[src/rtl/axi2per_req_sched.sv]
// Request-side scheduler of the AXI-to-peripheral bridge: arbitrates single-beat AXI reads/writes
// and issues one peripheral request at a time. Define AXI2PER_SCHED_WRITE_PRIO_EN for fixed write priority.
module axi2per_req_sched #(
  parameter int PER_ADDR_WIDTH = 32,
  parameter int PER_ID_WIDTH   = 5,
  parameter int AXI_ADDR_WIDTH = 32,
  parameter int AXI_DATA_WIDTH = 64,
  parameter int AXI_ID_WIDTH   = 3
) (
  input  logic                        clk_i,
  input  logic                        rst_i,
  input  logic                        axi_slave_ar_valid_i,
  output logic                        axi_slave_ar_ready_o,
  input  logic [AXI_ADDR_WIDTH-1:0]   axi_slave_ar_addr_i,
  input  logic [AXI_ID_WIDTH-1:0]     axi_slave_ar_id_i,
  input  logic                        axi_slave_aw_valid_i,
  output logic                        axi_slave_aw_ready_o,
  input  logic [AXI_ADDR_WIDTH-1:0]   axi_slave_aw_addr_i,
  input  logic [AXI_ID_WIDTH-1:0]     axi_slave_aw_id_i,
  input  logic                        axi_slave_w_valid_i,
  output logic                        axi_slave_w_ready_o,
  input  logic [AXI_DATA_WIDTH-1:0]   axi_slave_w_data_i,
  input  logic [AXI_DATA_WIDTH/8-1:0] axi_slave_w_strb_i,
  output logic                        per_master_req_o,
  input  logic                        per_master_gnt_i,
  output logic [PER_ADDR_WIDTH-1:0]   per_master_add_o,
  output logic                        per_master_we_o,
  output logic [31:0]                 per_master_wdata_o,
  output logic [3:0]                  per_master_be_o,
  output logic [PER_ID_WIDTH-1:0]     per_master_id_o,
  output logic                        trans_req_o,
  output logic                        trans_we_o,
  output logic [AXI_ID_WIDTH-1:0]     trans_id_o,
  output logic [AXI_ADDR_WIDTH-1:0]   trans_add_o,
  input  logic                        trans_r_valid_i
);

  typedef enum logic [1:0] {IDLE, RD_REQ, WR_REQ, WAIT_RESP} state_e;

  state_e                      state_q;
  logic                        req_q;
  logic                        we_q;
  logic [AXI_ADDR_WIDTH-1:0]   addr_q;
  logic [AXI_ID_WIDTH-1:0]     id_q;
  logic [31:0]                 wdata_q;
  logic [3:0]                  be_q;
  logic                        can_grant;
  logic                        rd_elig;
  logic                        wr_elig;
  logic                        grant_rd;
  logic                        grant_wr;
  logic                        lane_hi;

  // Readies are combinational so a grant completes the AXI handshake in the same cycle.
  assign can_grant = (state_q == IDLE) && !rst_i;
  assign rd_elig   = axi_slave_ar_valid_i;
  assign wr_elig   = axi_slave_aw_valid_i && axi_slave_w_valid_i;
  assign lane_hi   = axi_slave_aw_addr_i[2];

`ifdef AXI2PER_SCHED_WRITE_PRIO_EN
  assign grant_rd = can_grant && rd_elig && !wr_elig;
`else
  logic last_wr_q;
  assign grant_rd = can_grant && rd_elig && (!wr_elig || last_wr_q);
`endif
  assign grant_wr = can_grant && wr_elig && !grant_rd;

  always_ff @(posedge clk_i or posedge rst_i) begin
    if (rst_i) begin
      state_q <= IDLE;
      req_q   <= 1'b0;
      we_q    <= 1'b0;
      addr_q  <= '0;
      id_q    <= '0;
      wdata_q <= '0;
      be_q    <= '0;
`ifndef AXI2PER_SCHED_WRITE_PRIO_EN
      last_wr_q <= 1'b1;
`endif
    end else begin
      case (state_q)
        IDLE: begin
          if (grant_rd) begin
            state_q <= RD_REQ;
            req_q   <= 1'b1;
            we_q    <= 1'b1;
            addr_q  <= axi_slave_ar_addr_i;
            id_q    <= axi_slave_ar_id_i;
            wdata_q <= '0;
            be_q    <= 4'hF;
`ifndef AXI2PER_SCHED_WRITE_PRIO_EN
            last_wr_q <= 1'b0;
`endif
          end else if (grant_wr) begin
            state_q <= WR_REQ;
            req_q   <= 1'b1;
            we_q    <= 1'b0;
            addr_q  <= axi_slave_aw_addr_i;
            id_q    <= axi_slave_aw_id_i;
            wdata_q <= lane_hi ? axi_slave_w_data_i[63:32] : axi_slave_w_data_i[31:0];
            be_q    <= lane_hi ? axi_slave_w_strb_i[7:4] : axi_slave_w_strb_i[3:0];
`ifndef AXI2PER_SCHED_WRITE_PRIO_EN
            last_wr_q <= 1'b1;
`endif
          end
        end
        RD_REQ, WR_REQ: begin
          // A completion arriving together with gnt is not ours yet; it is ignored.
          if (per_master_gnt_i) begin
            state_q <= WAIT_RESP;
            req_q   <= 1'b0;
          end
        end
        WAIT_RESP: begin
          if (trans_r_valid_i) state_q <= IDLE;
        end
        default: state_q <= IDLE;
      endcase
    end
  end

  assign axi_slave_ar_ready_o = grant_rd;
  assign axi_slave_aw_ready_o = grant_wr;
  assign axi_slave_w_ready_o  = grant_wr;

  assign per_master_req_o   = req_q;
  assign per_master_add_o   = {addr_q[PER_ADDR_WIDTH-1:2], 2'b00};
  assign per_master_we_o    = we_q;
  assign per_master_wdata_o = wdata_q;
  assign per_master_be_o    = be_q;
  assign per_master_id_o    = '0;

  assign trans_req_o = req_q && per_master_gnt_i;
  assign trans_we_o  = we_q;
  assign trans_id_o  = id_q;
  assign trans_add_o = addr_q;

endmodule

[config.mk]
export PLATFORM = sky130hd
export DESIGN_NAME = axi2per_req_sched
export DESIGN_NICKNAME = d
export VERILOG_FILES = /design/src/rtl/axi2per_req_sched.sv
export SDC_FILE = /design/constraint.sdc
export NUM_CORES = 1
export LEC_CHECK = 0
export CAP_MARGIN = 10
export CORE_MARGIN = 2
export CORE_UTILIZATION = 39
export DETAILED_ROUTE_END_ITERATION = 8
export PLACE_DENSITY = 0.82
export SLEW_MARGIN = 20
export SYNTH_ARGS = -nofsm -noshare
export SYNTH_HDL_FRONTEND = slang
export SYNTH_SLANG_ARGS = --single-unit
[constraint.sdc]
create_clock -name clk_i -period 5.57 [get_ports clk_i]
set_input_delay 0.8355 -clock clk_i [delete_from_list [all_inputs] [get_ports clk_i]]
set_output_delay 0.8355 -clock clk_i [all_outputs]
set_load 0.005 [all_outputs]
==> results of run 1 <==
## cells by family after synthesis
logic type / share of synthesized area
muxes: 0.0976
DFF: 0.474
buffers and inverters: 0.119
AOI/OAI and AO/OA: 0.179
other: 0.000935
and+or+nand+nor: 0.120
adders and majority gates: 0.00936
## per-layer routing
layer	part of all wire	global-route usage	wire, um	vias up
li1	-	-	-	1786
met1	0.38	0.244	4590	1723
met2	0.51	0.378	6170	195
met3	0.082	0.0606	983	23
met4	0.020	0.0810	242	0
met5	0	0	0	-
## through the flow
stage / setup WS [ns] / area (um^2) / util / std cells / power, mW
2_1_floorplan: 2.80 / 4040 / - / 429 / 1.53
3_3_place_gp: 2.03 / 6350 / 0.627 / 759 / 2.17
3_5_place_dp: 2.04 / 6350 / 0.627 / 759 / 2.23
4_1_cts: 2.02 / 6540 / 0.645 / 775 / 2.62
5_1_grt: 1.90 / 6540 / 0.645 / 775 / 2.77
6_report: 2.03 / 6540 / 0.645 / 775 / 2.59
## final timing paths
path | from | endpoint | cells past startpoint
worst max-delay path | rst_i | axi_slave_w_ready_o | 6
worst min-delay path | last_wr_q | last_wr_q | 2
worst max register to register | state_q[0] | state_q[1] | 8
worst min register to register | last_wr_q | last_wr_q | 2
max in group asynchronous | rst_i | per_master_be_o[3] | 3
min in group asynchronous | rst_i | state_q[0] | 2
## worst min-delay path, stage by stage, from the launching register on
cell     delay (ns)
dfstp_2        0.37
nand2_1        0.05
nand2_1        0.04
## layout by cell type, fill, tap and decap left out, types with 3 or more instances in the layout
cell type	n
clkdlybuf4s50_1	255
dfrtp_1	75
nand2_1	70
nor2_1	42
a21oi_2	40
mux2i_1	38
a21oi_1	35
o21ai_0	31
clkbuf_8	10
conb_1	7
inv_1	5
clkinv_4	4
buf_4	4
a31oi_1	3
ha_1	3
## flip-flops by register name (all words and copies together) (netlist names)
signal,flops
trans_add_o,32
trans_id_o,3
last_wr_q,1
per_master_wdata_o,32
per_master_we_o,1
per_master_be_o,4
per_master_req_o,1
state_q,2
## power breakdown
| group | switching, mW | internal [mW] | total [mW] |
|---|---|---|---|
| logic | 0.474 | 0.800 | 1.27 |
| registers | 0.154 | 0.773 | 0.926 |
| clock network | 0.211 | 0.177 | 0.388 |
| total | 0.839 | 1.75 | 2.59 |
## layout make-up
class,instances,area (um^2),area share
repair buffers,260,2590,0.396
flip-flops and latches,76,1900,0.291
multi-input cells,280,1660,0.254
well taps,136,170,0.0260
clock buffers,10,138,0.0210
clock inverters,6,50.0,0.00765
inverters,7,27.5,0.00421
==> flow_summary.yaml, run 1 <==
placement:
  post-dp-hpwl_um: 9130
  place.gp.congestion: 0.831
  port_buffers: 256
finish:
  diodes: 0
  drive_above_1_share: 0.108
  finalNetCount: 786
  fillers: 791
  syn2layout_area_growth_pct: 63.0
drt:
  antenna_left: 0
  via_count: 3727
  wl_per_cell_um: 15.5
  avgViaCountPerCell: 4.81
  drc_errors: 0
  firstDrtPassIters: 6
  dr.first_iter.drc_count: 117
  wl_um: 12000
synth:
  ys_types: 30
  synth-async-reset-ratio: 1.00
  netlist_area_um2: 4010
  synthCells: 423
  synthFlopType: "dfrtp_1"
  synth_warnings: 0
  yosys.area.top_type: "dfrtp_1"
  synthMostInstantiatedCell: "dfrtp_1"
  ys_seq_area_frac: 0.474
  synth.top_cells.by_area: "dfrtp_1 47%, mux2i_1 9.5%, a21oi_2 8.7%"
  synth_top_area_share: 0.468
  ys_ff_latch: 76
  synthTopCellsByCount: "75 x dfrtp_1, 70 x nand2_1, 43 x buf_4"
  synth-edff-count: 0
  syn_area_per_cell_um2: 9.49
sta:
  worst_pin_slew_ns: 1.00
  fmax_mhz: 283
  hold_viol_final: 0
  rsz0062_at_grt: "no"
  post-route-period-util: 0.635
  slew_viol_final: 0
  relSlewSlack: 0.333
  fin_crit_ns: 3.54
  finClkSkew_ns: 0.0136
  fin_hold_ws_ns: 0.463
  setup-violations-final: 0
  tns_ns: 0
floorplan:
  die_area_um2: 11100
  io_pins: 264
  die_height_um: 105
  core_um2: 10100
  rows: 37
  fp.dieW_um: 105
  initial_core_util: 0.396
hold_path:
  hp-class: "reg -> reg"
critical_path:
  crit_family: "buffers and inverters"
  slowest_stage: "clkdlybuf4s50_1"
  slowest_delay_ns: 0.56
  critical_path_class: "in -> out"
  ff2ff_setup_slack_ns: 3.10
  critPathArrivalTime_ns: 2.70
  cp-end-kind: "output pin"
  critPathMaxFanout: 34
  worstPathRequired_ns: 4.73
  cpMostUsedCell: "clkdlybuf4s50_1"
  start_kind: "primary input"
  crit_chain: "clkdlybuf4s50_1, and2b_4, nand4_1, buf_4, inv_1, clkdlybuf4s50_1"
  crit_buf_inv: 4
power_and_ir_drop:
  cellPowerDensity_nw_per_um2: 396
  peakVddDrop_mv: 0.165
  p_leak_nw: 2.82
clock_network:
  cts_made_buffers: 9
  cts_resized: 0
  clock-sinks: 76
  clk_latency_ns: 0.35
  cts_tree: "done"
  cts-root-buf: "clkbuf_8"
  cts_htree_levels: 3
  cts_buffer_depth: 2
  postCtsHoldBufs: 0
  cts_setup_buffers: 0
  path_clk_slew_ns: 0.07
grt:
  grt_max_degree: 74
  grt_pass1_wl_um: 18900
  grt_overflow: 0
  grt_pass1_vias: 3800
  antenna_found_initial: 0
  grt_usage: 0.214
run_status:
  status: "finished clean"
job:
  max_cap_violations: 0
Note: power is estimated with default switching activity, not from simulation.
==> inputs of run 2 (changes only) <==
CORE_UTILIZATION = 37   (was 39)
PLACE_DENSITY = 0.78   (was 0.82)
clock period = 3.3 ns   (was 5.57 ns; I/O delays follow)
==> run 2 against run 1 <==
  * Core utilization fell by 2.9 points
  * Sequential share of layout area fell by 0.20 points
  * Global-route usage fell by 0.54 points
  * Sequential power rose by 67%
  * Wire length rose by 0.85%
  * Design area rose by 0.71%
  * Count of clock-buffer cells in the layout rose by 5
  * Clock skew fell by 0.0077 ns
  * First-iteration DRC count fell by 5.1%
  * Non-clock buffer count rose by 5
  * Total power rose by 70%
  * Largest power group unchanged
  * Highest routed layer unchanged
==> flow_summary.yaml, run 2 (synthesis results as in run 1) <==
floorplan:
  fp.dieW_um: 108
  die_area_um2: 11700
  die_height_um: 108
  rows: 38
  core_um2: 10700
  io_pins: 264
  initial_core_util: 0.375
critical_path:
  start_kind: "flip-flop"
  r2r-start: "state_q[0]"
  critical_path_class: "reg -> out"
  cp-end-kind: "output pin"
  rr_worst_depth: 8
  r2r-end: "state_q[1]"
  critPathArrivalTime_ns: 2.18
  critPathMaxFanout: 7
  worstPathRequired_ns: 2.80
  ff2ff_setup_slack_ns: 1.22
grt:
  grt_pass1_wl_um: 19100
  grt_usage: 0.209
  grt_max_degree: 38
  antenna_found_initial: 0
  grt_overflow: 0
  grt_pass1_vias: 3881
hold_path:
  hold-path-cell-count: 2
  hold_start: "per_master_wdata_o[16]"
  hold_path_end: "per_master_wdata_o[16]"
  hp-class: "reg -> reg"
run_status:
  status: "finished clean"
placement:
  place.gp.congestion: 0.734
  pre_cts_slack_ns: 0.658
  port_buffers: 256
  post-dp-hpwl_um: 9190
  place_area_um2: 6390
  dp_cells: 768
clock_network:
  cts_resized: 0
  cts_setup_buffers: 0
  cts_tree: "done"
  path_clk_slew_ns: 0.08
  postCtsHoldBufs: 0
  clk_latency_ns: 0.34
  cts_made_buffers: 9
  cts_htree_levels: 3
  cts-root-buf: "clkbuf_8"
  clock-sinks: 76
  cts_buffer_depth: 2
finish:
  final_cell_mix: "255 x clkdlybuf4s50_1, 75 x dfrtp_1, 70 x nand2_1, 42 x nor2_1, 40 x a21oi_2"
  fillers: 903
  diodes: 0
  finalNetCount: 791
  multi_input_area_um2: 1660
  syn2layout_area_growth_pct: 64.1
  drive_above_1_share: 0.112
  post-route-util: 0.616
  ff_latch_area_um2: 1900
  final_cell_count_no_fill: 784
  layout_commonest_cell: "clkdlybuf4s50_1"
  fin_area_um2: 6590
sta:
  setup-violations-final: 0
  hold_viol_final: 0
  setup_slack_ns: 0.629
  fmax_mhz: 374
  relSlewSlack: 0.534
  fin_crit_ns: 2.67
  worst_pin_slew_ns: 0.699
  rsz0062_at_grt: "no"
  post-route-period-util: 0.809
  tns_ns: 0
  finClkSkew_ns: 0.00590
  slew_viol_final: 0
  fin_hold_ws_ns: 0.481
drt:
  antenna_left: 0
  wl_per_cell_um: 15.4
  via_count: 3774
  firstDrtPassIters: 4
  drc_errors: 0
  avgViaCountPerCell: 4.81
  dr.first_iter.drc_count: 111
  wl_um: 12100
power_and_ir_drop:
  p_total_mw: 4.40
  peakVddDrop_mv: 0.320
  cellPowerDensity_nw_per_um2: 668
  p_leak_nw: 2.86
job:
  max_cap_violations: 0
## run 2: worst max-delay path, stage by stage, from the launching register on
cell	delay [ns]
dfrtp_1	0.39
inv_1	0.10
ha_1	0.24
and2b_4	0.21
nand4_1	0.12
inv_1	0.22
clkdlybuf4s50_1	0.55
## run 2: layer usage
metal | global-route usage | part of all wire | up-vias
met2 | 0.370 | 0.50 | 184
met4 | 0.0815 | 0.018 | 0
li1 | - | - | 1795
met1 | 0.230 | 0.38 | 1777
met3 | 0.0711 | 0.099 | 18
met5 | 0 | 0 | -
## run 2: worst max path at each step
| stage | startpoint | to | cells after the start |
|---|---|---|---|
| 2_1_floorplan | rst_i | per_master_be_o[0] | 1 |
| 5_1_grt | state_q[0] | axi_slave_w_ready_o | 6 |
| 3_5_place_dp | rst_i | axi_slave_w_ready_o | 5 |
| 3_3_place_gp | rst_i | axi_slave_aw_ready_o | 5 |
| 4_1_cts | state_q[0] | axi_slave_w_ready_o | 6 |
| 6_report | state_q[0] | axi_slave_w_ready_o | 6 |
## run 2: area by class of cell
class	instances	share of cell area
clock inverters	1	0.000760
flip-flops and latches	76	0.289
well taps	140	0.0266
inverters	7	0.00418
multi-input cells	280	0.253
clock buffers	15	0.0283
repair buffers	265	0.399
## run 2: power breakdown
part / internal (mW) / total, mW / switching, mW / leakage (nW)
Sequential: 1.31 / 1.55 / 0.249 / 0.913
Clock: 0.356 / 0.680 / 0.324 / 0.0997
Combinational: 1.36 / 2.17 / 0.808 / 1.84
==> inputs of run 3 (changes only) <==
CORE_UTILIZATION = 33   (was 37)
PLACE_DENSITY = 0.74   (was 0.78)
clock period = 2.25 ns   (was 3.3 ns; I/O delays follow)
==> run 3 against run 2 <==
  * Register-to-register slack worse by 0.68 ns
  * First-iteration DRC count up 100%
  * Sequential cell count unchanged
  * Critical path depth unchanged
  * Wire length up 0.89%
  * Total power up 56%
  * Clock skew down 0.0016 ns
  * Sequential power up 48%
  * Count of clock-buffer cells in the layout down 2
  * Via count unchanged
  * Critical endpoint is now axi_slave_ar_ready_o
==> flow_summary.yaml, run 3 (synthesis results as in run 1) <==
placement:
  place_area_um2: 6490
  place.gp.congestion: 0.746
  port_buffers: 256
  post-dp-hpwl_um: 9290
critical_path:
  crit_chain: "inv_2, ha_2, and2b_4, nand3_4, inv_2, clkdlybuf4s50_1"
  crit_buf_inv: 3
  critical_path_class: "reg -> out"
  crit_family: "buffers and inverters"
  cp-end-kind: "output pin"
  start_kind: "flip-flop"
  critPathMaxFanout: 4
  worstPathRequired_ns: 1.91
  slowest_delay_ns: 0.51
  critPathArrivalTime_ns: 1.84
  cpMostUsedCell: "inv_2"
  slowest_stage: "clkdlybuf4s50_1"
clock_network:
  path_clk_slew_ns: 0.05
  clock-sinks: 76
  cts_tree: "done"
  postCtsHoldBufs: 0
  cts_buffer_depth: 2
  clk_latency_ns: 0.33
  cts_htree_levels: 3
  cts-root-buf: "clkbuf_16"
  cts_made_buffers: 9
drt:
  antenna_left: 0
  avgViaCountPerCell: 4.74
  drc_errors: 0
  wl_per_cell_um: 15.3
  via_count: 3774
  firstDrtPassIters: 4
  dr.first_iter.drc_count: 222
  wl_um: 12200
floorplan:
  fp.dieW_um: 114
  rows: 40
  die_height_um: 114
  initial_core_util: 0.335
  io_pins: 264
  core_um2: 12000
  die_area_um2: 13100
finish:
  fin_area_um2: 6780
  drive_above_1_share: 0.126
  post-route-util: 0.567
  final_cell_mix: "253 x clkdlybuf4s50_1, 75 x dfrtp_1, 70 x nand2_1, 42 x nor2_1, 40 x a21oi_2"
  diodes: 0
  syn2layout_area_growth_pct: 68.9
  layout_commonest_cell: "clkdlybuf4s50_1"
  finalNetCount: 798
grt:
  antenna_found_initial: 0
  grt_overflow: 0
  grt_pass1_vias: 3806
  grt_max_degree: 44
  grt_usage: 0.184
  grt_pass1_wl_um: 18800
sta:
  setup-violations-final: 0
  fmax_mhz: 460
  worst_pin_slew_ns: 0.579
  slew_viol_final: 0
  rsz0062_at_grt: "no"
  post-route-period-util: 0.967
  tns_ns: 0
  fin_crit_ns: 2.18
  hold_viol_final: 0
  relSlewSlack: 0.614
  finClkSkew_ns: 0.00427
power_and_ir_drop:
  peakVddDrop_mv: 0.422
  p_total_mw: 6.87
  p_leak_nw: 2.94
  cellPowerDensity_nw_per_um2: 1010
hold_path:
  hp-class: "reg -> reg"
job:
  max_cap_violations: 0
run_status:
  status: "finished clean"
==> run 3: cell types whose count changed in the layout (fill, tap and decap cells not counted), moves of 3 or more <==
cell	before	now
clkbuf_8	13	2
buf_4	9	12
clkbuf_16	0	9
buf_12	0	4
inv_2	1	4
inv_1	5	2
==> run 3: final cells by class <==
type                       instances  area, um^2
sequential                        76        1900
multi-input combinational        280        1670
clock buffer                      13         260
tap                              147         184
inverter                           7        30.0
clock inverter                     2        10.0
fill                            1063        5180
timing repair buffer             272        2730
==> run 3: repair_timing <==
item,in CTS,in global routing
pin swaps,1,0
endpoints found under the setup margin,2,1
resized for setup,5,1
setup buffers,0,2
==> run 3: metrics by stage <==
stage | worst slack, ns | hold slack [ns] | cells
2_1_floorplan | 0.575 | 0.442 | 429
4_1_cts | 0.0239 | 0.468 | 795
6_report | 0.0747 | 0.468 | 797
5_1_grt | 0.00148 | 0.494 | 797
3_5_place_dp | 0.0733 | 0.459 | 780
3_3_place_gp | 0.0761 | 0.456 | 780
==> run 3: layer usage <==
metal	routed length, um	vias up	global-route usage	share of wire
met3	981	20	0.0487	0.080
met2	6030	176	0.324	0.49
met4	282	0	0.0797	0.023
met5	0	-	0	0
met1	4910	1763	0.210	0.40
li1	-	1815	-	-
==> run 3: where the power goes <==
group	leakage (nW)	switching, mW	internal, mW
sequential	0.913	0.370	1.92
combinational	1.90	1.21	2.06
clock	0.135	0.523	0.798
total	2.94	2.10	4.77
==> run 3: worst register-to-register path, stage by stage, from the launching register on <==
cell and delay (ns):
dfrtp_1 0.40, inv_2 0.07, ha_2 0.17, and2b_4 0.19, nand3_4 0.08, inv_2 0.09
buf_12 0.23, a21oi_1 0.10, mux2_2 0.26
==> run 3: path summary, 6_finish.rpt <==
path                            cells after the start                    to       start  slack, ns
min in group asynchronous                           4    per_master_be_o[3]       rst_i       0.60
worst max-delay path                                6  axi_slave_ar_ready_o  state_q[1]       0.07
max in group asynchronous                           4       trans_add_o[14]       rst_i       1.19
worst max register to register                      8            state_q[1]  state_q[1]       0.54
worst min-delay path                                2             last_wr_q   last_wr_q       0.47
worst min register to register                      2             last_wr_q   last_wr_q       0.47
